File: src/rtl/vram_arbiter_if.sv
// rtl/vram_arbiter_if.sv - video/CPU/RAM bus bundle for the VRAM arbiter
interface vram_arbiter_if #(
   parameter int AW = 11,
   parameter int DW = 16
);
   logic            vid_req;
   logic [AW-1:0]   vid_addr;
   logic            vid_valid;
   logic [DW-1:0]   vid_data;
   logic            cpu_req;
   logic            cpu_we;
   logic [AW-1:0]   cpu_addr;
   logic [DW/8-1:0] cpu_be;
   logic [DW-1:0]   cpu_wdata;
   logic            cpu_ack;
   logic [DW-1:0]   cpu_rdata;
   logic [AW-1:0]   ram_addr;
   logic            ram_we;
   logic [DW/8-1:0] ram_be;
   logic [DW-1:0]   ram_wdata;
   logic [DW-1:0]   ram_rdata;
   logic            proto_err;

   modport master (
      output vid_req, vid_addr, cpu_req, cpu_we, cpu_addr, cpu_be, cpu_wdata, ram_rdata,
      input  vid_valid, vid_data, cpu_ack, cpu_rdata, ram_addr, ram_we, ram_be, ram_wdata,
             proto_err
   );

   modport slave (
      input  vid_req, vid_addr, cpu_req, cpu_we, cpu_addr, cpu_be, cpu_wdata, ram_rdata,
      output vid_valid, vid_data, cpu_ack, cpu_rdata, ram_addr, ram_we, ram_be, ram_wdata,
             proto_err
   );
endinterface

File: src/rtl/vram_arbiter.sv
// rtl/vram_arbiter.sv - single-port VRAM arbiter: fixed-latency video fetch, posted CPU writes, stalled CPU reads
module vram_arbiter #(
   parameter int AW = 11,
   parameter int DW = 16
) (
   input logic           clk,
   input logic           reset,
   vram_arbiter_if.slave bus
);
   typedef enum logic [1:0] {IDLE, VID_RD, WB_WR, CPU_RD} slot_t;

   slot_t           slot_q;
   slot_t           tag_q;
   slot_t           slot_d;
   logic            wb_full;
   logic [AW-1:0]   wb_addr;
   logic [DW/8-1:0] wb_be;
   logic [DW-1:0]   wb_data;
   logic            cpu_busy;
   logic            vid_req_q;
   logic            cpu_live;
   logic            wb_drain;
   logic            wr_accept;
   logic            rd_grant;

   always_comb begin
      cpu_live  = bus.cpu_req & ~cpu_busy;
      wb_drain  = wb_full & ~bus.vid_req;
      // the buffer slot frees on its drain cycle, so a new write may land in it then
      wr_accept = cpu_live & bus.cpu_we & (~wb_full | wb_drain);
      rd_grant  = cpu_live & ~bus.cpu_we & ~wb_full & ~bus.vid_req;
      slot_d    = IDLE;
      if (bus.vid_req)
         slot_d = VID_RD;
      else if (wb_full)
         slot_d = WB_WR;
      else if (rd_grant)
         slot_d = CPU_RD;
   end

   always_ff @(posedge clk) begin
      if (reset) begin
         slot_q        <= IDLE;
         tag_q         <= IDLE;
         wb_full       <= 1'b0;
         wb_addr       <= '0;
         wb_be         <= '0;
         wb_data       <= '0;
         cpu_busy      <= 1'b0;
         vid_req_q     <= 1'b0;
         bus.ram_addr  <= '0;
         bus.ram_we    <= 1'b0;
         bus.ram_be    <= '0;
         bus.ram_wdata <= '0;
         bus.vid_valid <= 1'b0;
         bus.vid_data  <= '0;
         bus.cpu_ack   <= 1'b0;
         bus.cpu_rdata <= '0;
         bus.proto_err <= 1'b0;
      end else begin
         slot_q <= slot_d;
         tag_q  <= slot_q;

         case (slot_d)
            VID_RD: begin
               bus.ram_addr <= bus.vid_addr;
               bus.ram_we   <= 1'b0;
               bus.ram_be   <= '0;
            end
            WB_WR: begin
               bus.ram_addr  <= wb_addr;
               bus.ram_we    <= 1'b1;
               bus.ram_be    <= wb_be;
               bus.ram_wdata <= wb_data;
            end
            CPU_RD: begin
               bus.ram_addr <= bus.cpu_addr;
               bus.ram_we   <= 1'b0;
               bus.ram_be   <= '0;
            end
            default: begin
               bus.ram_we <= 1'b0;
               bus.ram_be <= '0;
            end
         endcase

         wb_full <= wr_accept | (wb_full & ~wb_drain);
         if (wr_accept) begin
            wb_addr <= bus.cpu_addr;
            wb_be   <= bus.cpu_be;
            wb_data <= bus.cpu_wdata;
         end

         // requester stays locked out through its ACK cycle
         cpu_busy <= (cpu_busy & ~bus.cpu_ack) | wr_accept | rd_grant;

         bus.vid_valid <= (tag_q == VID_RD);
         if (tag_q == VID_RD)
            bus.vid_data <= bus.ram_rdata;

         bus.cpu_ack <= wr_accept | (tag_q == CPU_RD);
         if (tag_q == CPU_RD)
            bus.cpu_rdata <= bus.ram_rdata;

         vid_req_q     <= bus.vid_req;
         bus.proto_err <= bus.proto_err | (bus.vid_req & vid_req_q);
      end
   end
endmodule
File: src/flat_wrapper.sv
// flat-port wrapper written by rule: the top's interface ports become plain ports
module vram_arbiter_flat 
#(
   parameter int AW = 11,
   parameter int DW = 16
)
  (clk, reset, bus_vid_req, bus_vid_addr, bus_cpu_req, bus_cpu_we, bus_cpu_addr, bus_cpu_be, bus_cpu_wdata, bus_ram_rdata, bus_vid_valid, bus_vid_data, bus_cpu_ack, bus_cpu_rdata, bus_ram_addr, bus_ram_we, bus_ram_be, bus_ram_wdata, bus_proto_err);
  vram_arbiter_if #(.AW(AW), .DW(DW)) bus_i ();
  input logic clk;
  input logic reset;
  input wire logic [$bits(bus_i.vid_req)-1:0] bus_vid_req;
  input wire logic [$bits(bus_i.vid_addr)-1:0] bus_vid_addr;
  input wire logic [$bits(bus_i.cpu_req)-1:0] bus_cpu_req;
  input wire logic [$bits(bus_i.cpu_we)-1:0] bus_cpu_we;
  input wire logic [$bits(bus_i.cpu_addr)-1:0] bus_cpu_addr;
  input wire logic [$bits(bus_i.cpu_be)-1:0] bus_cpu_be;
  input wire logic [$bits(bus_i.cpu_wdata)-1:0] bus_cpu_wdata;
  input wire logic [$bits(bus_i.ram_rdata)-1:0] bus_ram_rdata;
  output wire logic [$bits(bus_i.vid_valid)-1:0] bus_vid_valid;
  output wire logic [$bits(bus_i.vid_data)-1:0] bus_vid_data;
  output wire logic [$bits(bus_i.cpu_ack)-1:0] bus_cpu_ack;
  output wire logic [$bits(bus_i.cpu_rdata)-1:0] bus_cpu_rdata;
  output wire logic [$bits(bus_i.ram_addr)-1:0] bus_ram_addr;
  output wire logic [$bits(bus_i.ram_we)-1:0] bus_ram_we;
  output wire logic [$bits(bus_i.ram_be)-1:0] bus_ram_be;
  output wire logic [$bits(bus_i.ram_wdata)-1:0] bus_ram_wdata;
  output wire logic [$bits(bus_i.proto_err)-1:0] bus_proto_err;
  assign bus_i.vid_req = bus_vid_req;
  assign bus_i.vid_addr = bus_vid_addr;
  assign bus_i.cpu_req = bus_cpu_req;
  assign bus_i.cpu_we = bus_cpu_we;
  assign bus_i.cpu_addr = bus_cpu_addr;
  assign bus_i.cpu_be = bus_cpu_be;
  assign bus_i.cpu_wdata = bus_cpu_wdata;
  assign bus_i.ram_rdata = bus_ram_rdata;
  assign bus_vid_valid = bus_i.vid_valid;
  assign bus_vid_data = bus_i.vid_data;
  assign bus_cpu_ack = bus_i.cpu_ack;
  assign bus_cpu_rdata = bus_i.cpu_rdata;
  assign bus_ram_addr = bus_i.ram_addr;
  assign bus_ram_we = bus_i.ram_we;
  assign bus_ram_be = bus_i.ram_be;
  assign bus_ram_wdata = bus_i.ram_wdata;
  assign bus_proto_err = bus_i.proto_err;
  vram_arbiter #(.AW(AW), .DW(DW)) u_core (.clk(clk), .reset(reset), .bus(bus_i));
endmodule
File: config.mk
export PLATFORM = sky130hd
export DESIGN_NAME = vram_arbiter_flat
export DESIGN_NICKNAME = d
export VERILOG_FILES = /design/src/rtl/vram_arbiter_if.sv /design/src/rtl/vram_arbiter.sv /design/src/flat_wrapper.sv
export SDC_FILE = /design/constraint.sdc
export NUM_CORES = 1
export LEC_CHECK = 0
export CORE_AREA = 8 8 98 100
export DETAILED_ROUTE_END_ITERATION = 16
export DIE_AREA = 0 0 106 108
export PLACE_DENSITY = 0.84
export SETUP_SLACK_MARGIN = 0.4
export SLEW_MARGIN = 20
export SYNTH_ARGS = -nofsm -noshare
export SYNTH_HDL_FRONTEND = slang
export SYNTH_SLANG_ARGS = --single-unit
File: constraint.sdc
create_clock -name clk -period 2.6 [get_ports clk]
set_clock_uncertainty 0.1 [all_clocks]
set_input_delay 0.52 -clock clk [delete_from_list [all_inputs] [get_ports clk]]
set_output_delay 0.52 -clock clk [all_outputs]
set_load 0.02 [all_outputs]
==> results of run 1 <==
-- placed cells by master, fill, tap and decap left out --
| cell | synthesis | final |
|---|---|---|
| clkdlybuf4s50_1 | 0 | 124 |
| dfxtp_1 | 101 | 101 |
| nand2_1 | 100 | 100 |
| a21oi_1 | 93 | 93 |
| nand3_1 | 40 | 40 |
| o21ai_0 | 22 | 22 |
| and3b_1 | 12 | 12 |
| buf_4 | 5 | 12 |
| nor3_1 | 11 | 11 |
| clkbuf_8 | 0 | 10 |
| a311oi_2 | 7 | 7 |
| o21ai_1 | 7 | 7 |
| nor2b_1 | 5 | 5 |
| nand2b_1 | 4 | 4 |
| nor2_1 | 4 | 4 |
| and2_1 | 4 | 4 |
| a311oi_1 | 4 | 4 |
| buf_12 | 0 | 4 |
| clkinv_4 | 0 | 3 |
| nor2_2 | 1 | 1 |
| nor3b_4 | 1 | 1 |
| or2_1 | 1 | 1 |
| nand3b_1 | 1 | 1 |
| a31oi_1 | 1 | 1 |
| clkinv_8 | 0 | 1 |
| clkinvlp_4 | 0 | 1 |
| inv_6 | 0 | 1 |
-- layout make-up --
type | count | area [um2]
sequential | 101 | 2020
multi-input combinational | 318 | 1630
fill | 650 | 2660
clock buffer | 10 | 138
timing repair buffer | 140 | 1410
tap | 105 | 131
clock inverter | 6 | 58.8
-- per-stage QoR --
step | hold slack, ps | instance area [um2] | instances | utilization [%] | setup slack [ps]
4_1_cts | 347 | 5390 | 680 | 66.9 | 591
3_5_place_dp | 325 | 5190 | 664 | 64.5 | 359
6_report | 346 | 5390 | 680 | 66.9 | 609
2_1_floorplan | 314 | 3880 | 462 | - | 1070
3_3_place_gp | 320 | 5190 | 664 | 64.5 | 406
5_1_grt | 364 | 5390 | 680 | 66.9 | 580
-- how the worst max path moves through the flow --
stage                              to  slack [ps]  cells past startpoint
4_1_cts              bus_ram_wdata[9]         590                      1
2_1_floorplan  u_core.bus.ram_addr[4]        1070                      5
3_5_place_dp        u_core.wb_data[6]         360                      5
3_3_place_gp   u_core.bus.ram_addr[1]         410                      5
5_1_grt               bus_ram_addr[9]         580                      1
6_report             bus_ram_wdata[9]         610                      1
-- registers in the layout, summed over array words and instances, names as in the netlist --
name	count
u_core.wb_data	16
u_core.bus.proto_err	1
u_core.bus.ram_we	1
u_core.bus.cpu_ack	1
u_core.bus.vid_valid	1
u_core.wb_addr	11
u_core.slot_q	2
u_core.cpu_busy	1
u_core.bus.cpu_rdata	16
u_core.vid_req_q	1
u_core.bus.vid_data	16
u_core.tag_q	2
u_core.wb_full	1
u_core.bus.ram_be	2
u_core.bus.ram_addr	11
u_core.bus.ram_wdata	16
u_core.wb_be	2
-- per-layer routing --
metal  wire length [um]  share of wire (%)
met5                  0                  0
met1               4850                 43
met3                679                6.1
met2               5480                 49
met4                157                1.4
-- power breakdown --
part	internal (W)	switching, W
registers	0.00160	0.0000352
logic	0.000208	0.000212
clock network	0.000391	0.000561
total	0.00220	0.000808
-- kinds of logic after synthesis --
group | after synthesis
AOI/OAI and AO/OA | 134
buffers and inverters | 43
DFF | 101
and+or+nand+nor | 184
==> out/results.tsv, run 1 <==
stage	metric	value	unit
outcome	outcome	complete, no violations	
worst_setup_path	Worst path max stage delay	640	ps
worst_setup_path	CP required	1980	ps
job	Max Cap Violations	0	
timing	final setup vio count	0	
worst_setup_path	Reg2Reg Setup Slack	920	ps
route	# DRC	0	
clock_network	Post-CTS Setup Bufs	0	
timing	Tcrit/Tclk final	76.6	%
min_path	Hold Path Class	register to register	
worst_setup_path	crit path max fanout	2	
min_path	Hold EP	u_core.bus.ram_wdata[8]	
pwr	VDD IR max	0.313	mV
worst_setup_path	CP cell instances	clkdlybuf4s50_1	
cells_and_area	n_diodes	0	
clock_network	clock sinks	101	
yosys	synth top area cells	dfxtp_1 (52%), a21oi_1 (12%), nand2_1 (9.7%)	
clock_network	CTS tree	yes	
worst_setup_path	CP Class	register to primary output	
place	gpl congestion	0.881	
yosys	largest family of logic cells by synthesized area	simple AND/OR/NAND/NOR gates	
timing	RSZ-0062 raised after global routing	false	
cells_and_area	area added between synthesis and finish	38.9	%
worst_setup_path	Critical Path AT	1370	ps
timing	Fmax achieved	502	MHz
cells_and_area	Layout Nets	631	
route	Avg WL per Cell	16.4	um
clock_network	cts hold-fix bufs	0	
floorplan	Die Y-Extent	108	um
timing	Final Hold Viols	0	
yosys	compound-gate portion of the synthesized area	19.5	%
timing	final slew viol count	0	
global_routing	M2 GR Usage	32.2	%
worst_setup_path	crit path from	u_core.bus.ram_wdata[9]	
timing	worst-case headroom to the max-slew limit	54.3	%
floorplan	full die area	0.0114	mm2
yosys	top-count cell post-synth	dfxtp_1	
clock_network	CTS Root Buffer Type	clkbuf_8	
clock_network	cts bufs inserted	9	
place	IO Port Bufs	125	
clock_network	Worst-path clk slew	100	ps
global_routing	vias in the first global route	3551	
yosys	library cells used by synthesis	24	
yosys	top-area cell type share of the netlist area	52.1	%
yosys	xor-xnor portion of the synthesized cell area	0	%
yosys	register bit total from synthesis	101	
global_routing	first-pass GRT wire length	18000	um
global_routing	M1 GR Usage	23.8	%
route	Routed WL	11200	um
global_routing	all-layer global routing usage	19.2	%
timing	min Tclk post-route	1990	ps
route	DR vias	3653	
worst_setup_path	worst path buffer plus inverter count	1	
clock_network	Max Root-Sink Buffers	2	
global_routing	initial antenna violation count	0	
worst_setup_path	Worst R2R End	u_core.wb_data[1]	
clock_network	CTS HTree Levels	3	
yosys	mux share of post-synthesis cell area	0	%
min_path	hold wc startpoint	u_core.wb_data[8]	
worst_setup_path	Critical R2R Launch	u_core.wb_full	
yosys	synth cell count leaders	dfxtp_1 (101), nand2_1 (100), a21oi_1 (93)	
worst_setup_path	delay-heaviest family, CP	buffers and inverters	
floorplan	Top Ports	126	
yosys	Syn Nets	523	
timing	setup TNS	0	ps
yosys	Mapped Cells	462	
floorplan	Initial Util	48.2	%
yosys	Syn Area/Cell	8.40	um2
min_path	Worst Hold Path Cells	2	
worst_setup_path	Slowest cell on crit path	clkdlybuf4s50_1	
route	Via density	5.37	
yosys	Synth Flop Type	dfxtp_1	
pwr	Overall Power	0.00301	W
timing	Worst Tran Pin Value	685	ps
yosys	Synth Area in Adders	0	%
global_routing	met3 GRT Util	3.93	%
global_routing	grt peak-use layer	met2	
place	Final HPWL DP	8110	um
worst_setup_path	Crit. End Element	primary output	
pwr	static leakage	1.85	nW
clock_network	clk_lat worst skew	360	ps
floorplan	die width	106	um
floorplan	row count	33	
worst_setup_path	startpoint types	register	
yosys	Yosys warning count	0	
global_routing	total gr overflow	0	
yosys	Async SR Flop Fraction	0	%
route	first-pass iteration count of the detailed router	4	
floorplan	Core Footprint	0.00805	mm2
clock_network	post_cts resized	0	
route	Starting DRT DRC Count	215	
worst_setup_path	reg2reg path depth	4	
yosys	Post-synth EDFFs	0	
pwr	PD cells	559	mW/mm2
yosys	sequential area share after synthesis	52.1	%
global_routing	largest net degree at the start of global routing	55	
yosys	Post-Syn Area	0.00388	mm2
yosys	Yosys top cell by area	dfxtp_1	
cells_and_area	layout cells sized above 1	7.13	%
yosys	simple-gate area share of the yosys netlist	22.5	%
route	DRT antenna net count	0	
Note: power is estimated with default switching activity, not from simulation.
==> run 2: changes to the inputs <==
--- a/config.mk
+++ b/config.mk
@@ -5,10 +5,10 @@
 export SDC_FILE = /design/constraint.sdc
 export NUM_CORES = 1
 export LEC_CHECK = 0
-export CORE_AREA = 8 8 98 100
+export CORE_AREA = 8 8 107 109
 export DETAILED_ROUTE_END_ITERATION = 16
-export DIE_AREA = 0 0 106 108
-export PLACE_DENSITY = 0.84
+export DIE_AREA = 0 0 115 117
+export PLACE_DENSITY = 0.74
 export SETUP_SLACK_MARGIN = 0.4
 export SLEW_MARGIN = 20
 export SYNTH_ARGS = -nofsm -noshare
==> constraint.sdc (replaced) <==
create_clock -name clk -period 1.7 [get_ports clk]
set_clock_uncertainty 0.1 [all_clocks]
set_input_delay 0.34 -clock clk [delete_from_list [all_inputs] [get_ports clk]]
set_output_delay 0.34 -clock clk [all_outputs]
set_load 0.02 [all_outputs]
==> out/results.tsv, run 2 (synthesis gave the netlist of run 1 again) <==
stage	metric	value	unit
worst_setup_path	Worst path max stage delay	380	ps
floorplan	die width	115	um
place	IO Port Bufs	125	
cells_and_area	FILL cells	854	
floorplan	Core Footprint	0.00991	mm2
global_routing	initial antenna violation count	0	
clock_network	clock sinks	101	
global_routing	largest net degree at the start of global routing	50	
place	Final HPWL DP	8190	um
route	Via density	5.10	
route	Avg WL per Cell	16.2	um
floorplan	Initial Util	39.2	%
global_routing	first-pass GRT wire length	18900	um
worst_setup_path	Critical Path AT	1560	ps
route	# DRC	0	
timing	worst-case headroom to the max-slew limit	75.2	%
worst_setup_path	Crit. End Element	register	
cells_and_area	area of the multi-input gates	0.00179	mm2
clock_network	CTS HTree Levels	3	
timing	final setup vio count	0	
worst_setup_path	delay-heaviest family, CP	simple AND/OR/NAND/NOR gates	
worst_setup_path	startpoint types	register	
min_path	Hold Path Class	input port to register	
route	Routed WL	12100	um
clock_network	CTS tree	yes	
cells_and_area	Sequential cell area	0.00211	mm2
route	DRT antenna net count	0	
timing	Final Hold Viols	0	
place	dpl cells	706	
cells_and_area	n_diodes	0	
floorplan	Die Y-Extent	117	um
clock_network	Worst-path clk slew	110	ps
worst_setup_path	worst path buffer plus inverter count	1	
timing	setup TNS	0	ps
timing	Fmax achieved	715	MHz
worst_setup_path	Slowest cell on crit path	dfxtp_4	
global_routing	total gr overflow	0	
clock_network	cts bufs inserted	9	
floorplan	full die area	0.0135	mm2
place	gpl congestion	0.838	
pwr	static leakage	2.33	nW
floorplan	Top Ports	126	
route	first-pass iteration count of the detailed router	5	
route	Starting DRT DRC Count	225	
global_routing	all-layer global routing usage	17.6	%
cells_and_area	commonest cells after routing, fill and taps aside	nand2_1 (98), a21oi_1 (89), buf_6 (72)	
route	DR vias	3813	
cells_and_area	area added between synthesis and finish	57.3	%
timing	Tcrit/Tclk final	82.3	%
floorplan	row count	37	
worst_setup_path	crit path max fanout	8	
pwr	PD cells	789	mW/mm2
timing	RSZ-0062 raised after global routing	true	
timing	min Tclk post-route	1400	ps
worst_setup_path	CP Class	register to register	
clock_network	CTS Root Buffer Type	clkbuf_8	
clock_network	Max Root-Sink Buffers	2	
timing	Worst Tran Pin Value	371	ps
job	Max Cap Violations	0	
clock_network	clk_lat worst skew	360	ps
clock_network	cts hold-fix bufs	0	
worst_setup_path	CP cell instances	nor3b_4 > buf_6 > nand3_1 > a311oi_2	
cells_and_area	layout cells sized above 1	39.0	%
cells_and_area	non-filler cells in the finished layout	747	
cells_and_area	most common cell after layout, fill and taps aside	nand2_1	
timing	final slew viol count	0	
outcome	outcome	complete, no violations	
global_routing	vias in the first global route	3813	
pwr	VDD IR max	0.389	mV
cells_and_area	Layout Nets	667	
worst_setup_path	CP required	1860	ps
worst_setup_path	Reg2Reg Setup Slack	300	ps
-- run 2: repair_timing --
action                     in CTS  in global routing
pin swaps                      18                 12
cloned                          1                  0
hold endpoints to repair        0                  0
gates resized for setup       430                 66
setup buffers                   6                 18
setup endpoints to repair     143                125
-- run 2: area by class of cell --
| cell class | instances | share of cell area, % |
|---|---|---|
| Clock buffer | 10 | 2.26 |
| Clock inverter | 6 | 1.07 |
| Multi-Input combinational cell | 318 | 29.3 |
| Sequential cell | 101 | 34.5 |
| Tap cell | 136 | 2.79 |
| Timing Repair Buffer | 176 | 30.0 |
-- run 2: path summary, 6_finish.rpt --
kind,startpoint,endpoint,cells after the start
max,u_core.cpu_busy,u_core.bus.ram_addr[8],4
min,reset,u_core.bus.ram_wdata[12],2
min reg2reg,u_core.wb_data[0],u_core.bus.ram_wdata[0],2
max reg2reg,u_core.cpu_busy,u_core.bus.ram_addr[8],4
-- run 2: per-layer routing --
layer	GRT usage [%]	up-vias	wire length [um]
li1	-	1872	-
met1	20.8	1760	5060
met2	30.6	160	6030
met3	4.82	21	880
met4	4.99	0	148
met5	0	-	0
-- run 2: stage by stage --
stage                     worst slack, ps  total power, W  hold slack [ps]  utilization [%]  area [um2]
after floorplan                       401         0.00289              314                -        3930
after global placement              -97.0         0.00324              320             54.6        5410
after detailed placement             -169         0.00325              323             54.6        5410
after CTS                             301         0.00479              249             58.1        5760
after global routing                  261         0.00506              266             61.6        6100
final                                 302         0.00482              276             61.6        6100
-- run 2: where the power goes --
| group | switching, W | internal (W) | total, W |
|---|---|---|---|
| combinational | 0.000378 | 0.000408 | 0.000787 |
| sequential | 0.0000627 | 0.00246 | 0.00252 |
| clock | 0.000890 | 0.000617 | 0.00151 |
| total | 0.00133 | 0.00349 | 0.00482 |
==> run 3: changes to the inputs <==
--- a/config.mk
+++ b/config.mk
@@ -5,10 +5,10 @@
 export SDC_FILE = /design/constraint.sdc
 export NUM_CORES = 1
 export LEC_CHECK = 0
-export CORE_AREA = 8 8 107 109
+export CORE_AREA = 8 8 101 103
 export DETAILED_ROUTE_END_ITERATION = 16
-export DIE_AREA = 0 0 115 117
-export PLACE_DENSITY = 0.74
+export DIE_AREA = 0 0 109 111
+export PLACE_DENSITY = 0.79
 export SETUP_SLACK_MARGIN = 0.4
 export SLEW_MARGIN = 20
 export SYNTH_ARGS = -nofsm -noshare
==> constraint.sdc (replaced) <==
create_clock -name clk -period 1.4 [get_ports clk]
set_clock_uncertainty 0.1 [all_clocks]
set_input_delay 0.28 -clock clk [delete_from_list [all_inputs] [get_ports clk]]
set_output_delay 0.28 -clock clk [all_outputs]
set_load 0.02 [all_outputs]
==> out/results.tsv, run 3 (synthesis gave the netlist of run 1 again) <==
stage	metric	value	unit
outcome	outcome	complete, but fails checks	
outcome	violated checks	setup timing	
cells_and_area	area added between synthesis and finish	82.6	%
cells_and_area	commonest cells after routing, fill and taps aside	buf_6 (76), dfxtp_2 (64), a21oi_2 (57)	
timing	Fmax achieved	704	MHz
route	Routed WL	16100	um
worst_setup_path	startpoint types	register	
global_routing	initial antenna violation count	0	
cells_and_area	layout cells sized above 1	61.6	%
job	Max Cap Violations	0	
global_routing	largest net degree at the start of global routing	37	
pwr	static leakage	2.92	nW
clock_network	CTS tree	yes	
clock_network	CTS HTree Levels	3	
clock_network	Max Root-Sink Buffers	2	
worst_setup_path	Worst path max stage delay	360	ps
worst_setup_path	Critical Path AT	1620	ps
worst_setup_path	CP Class	register to register	
timing	Worst Hold Margin	259	ps
place	gpl congestion	0.828	
worst_setup_path	delay-heaviest family, CP	simple AND/OR/NAND/NOR gates	
timing	final slew viol count	0	
route	# DRC	0	
worst_setup_path	CP required	1600	ps
route	Via density	5.74	
min_path	Hold Path Class	input port to register	
pwr	Overall Power	0.00626	W
floorplan	full die area	0.0121	mm2
place	dpl cells	677	
global_routing	total gr overflow	0	
place	placed inst area	0.00544	mm2
floorplan	Core Footprint	0.00855	mm2
floorplan	Top Ports	126	
route	Avg WL per Cell	21.8	um
route	DR vias	4222	
clock_network	CTS Root Buffer Type	clkbuf_8	
global_routing	all-layer global routing usage	22.0	%
global_routing	first-pass GRT wire length	21100	um
timing	worst-case headroom to the max-slew limit	72.7	%
worst_setup_path	worst path buffer plus inverter count	2	
pwr	PD cells	883	mW/mm2
place	Final HPWL DP	8020	um
cells_and_area	Layout Nets	684	
global_routing	vias in the first global route	4212	
timing	RSZ-0062 raised after global routing	true	
worst_setup_path	Slowest cell on crit path	dfxtp_4	
cells_and_area	post-layout utilization of the core	82.9	%
clock_network	clk_lat worst skew	360	ps
clock_network	Worst-path clk slew	100	ps
place	IO Port Bufs	125	
route	first-pass iteration count of the detailed router	4	
worst_setup_path	Crit. End Element	register	
clock_network	cts bufs inserted	9	
cells_and_area	n_diodes	0	
timing	min Tclk post-route	1420	ps
floorplan	Die Y-Extent	111	um
cells_and_area	finished layout cell area	0.00708	mm2
floorplan	row count	34	
timing	fin worst setup slack	-19.9	ps
timing	final setup vio count	6	
timing	Tcrit/Tclk final	101	%
route	Starting DRT DRC Count	220	
clock_network	clock sinks	101	
pwr	VDD IR max	0.557	mV
floorplan	Initial Util	45.4	%
worst_setup_path	crit path max fanout	10	
timing	Worst Tran Pin Value	410	ps
floorplan	die width	109	um
cells_and_area	non-filler cells in the finished layout	736	
route	DRT antenna net count	0	
worst_setup_path	CP cell instances	buf_4 > and3b_2 > clkbuf_16 > nand3_1 > a21oi_1	
timing	Final Hold Viols	0	
cells_and_area	most common cell after layout, fill and taps aside	buf_6	
## run 3: area by class of cell
class	count	area, um2
multi-input combinational	321	2460
timing repair buffer	190	2160
sequential	101	2120
fill	427	1470
clock buffer	11	141
tap	108	135
clock inverter	5	63.8
## run 3: worst reg2reg max path, cell delays in order, from the launching register on
cell and delay (ps):
dfxtp_4 360, buf_4 140, and3b_2 330, clkbuf_16 200, nand3_1 100, a21oi_1 140
## run 3: path summary, 6_finish.rpt
kind,cells past startpoint,from,end,slack [ps]
worst min-delay path,3,reset,u_core.bus.vid_data[8],260
worst max-delay path,5,u_core.cpu_busy,u_core.wb_data[6],-20
worst max register to register,5,u_core.cpu_busy,u_core.wb_data[6],-20
worst min register to register,1,u_core.slot_q[0],u_core.tag_q[0],330
## run 3: timing repair
item | CTS | global route
buffers inserted | 18 | 12
pin swaps | 56 | 69
hold buffers | 0 | 0
gates resized for setup | 549 | 147
endpoints found under the setup margin | 163 | 161
gates cloned | 12 | 1
## run 3: power by group
group	total [W]	internal, W	leakage, nW	switching [W]
logic	0.00122	0.000611	1.96	0.000607
clock network	0.00196	0.000897	0.101	0.00106
registers	0.00308	0.00299	0.855	0.0000918
total	0.00626	0.00449	2.92	0.00176
## run 3: stage by stage
step	setup WS (ps)	TNS, ps
CTS	9.60	0
finish	-19.9	-58.1
global placement	-343	-17940
floorplan	142	0
global route	-73.9	-727
detailed placement	-428	-20390
## run 3: routing by layer
layer	up-vias	part of all wire (%)	track usage [%]
li1	1911	-	-
met1	2060	37	24.8
met2	207	52	37.2
met3	44	7.3	5.52
met4	0	3.7	10.3
met5	-	0	0
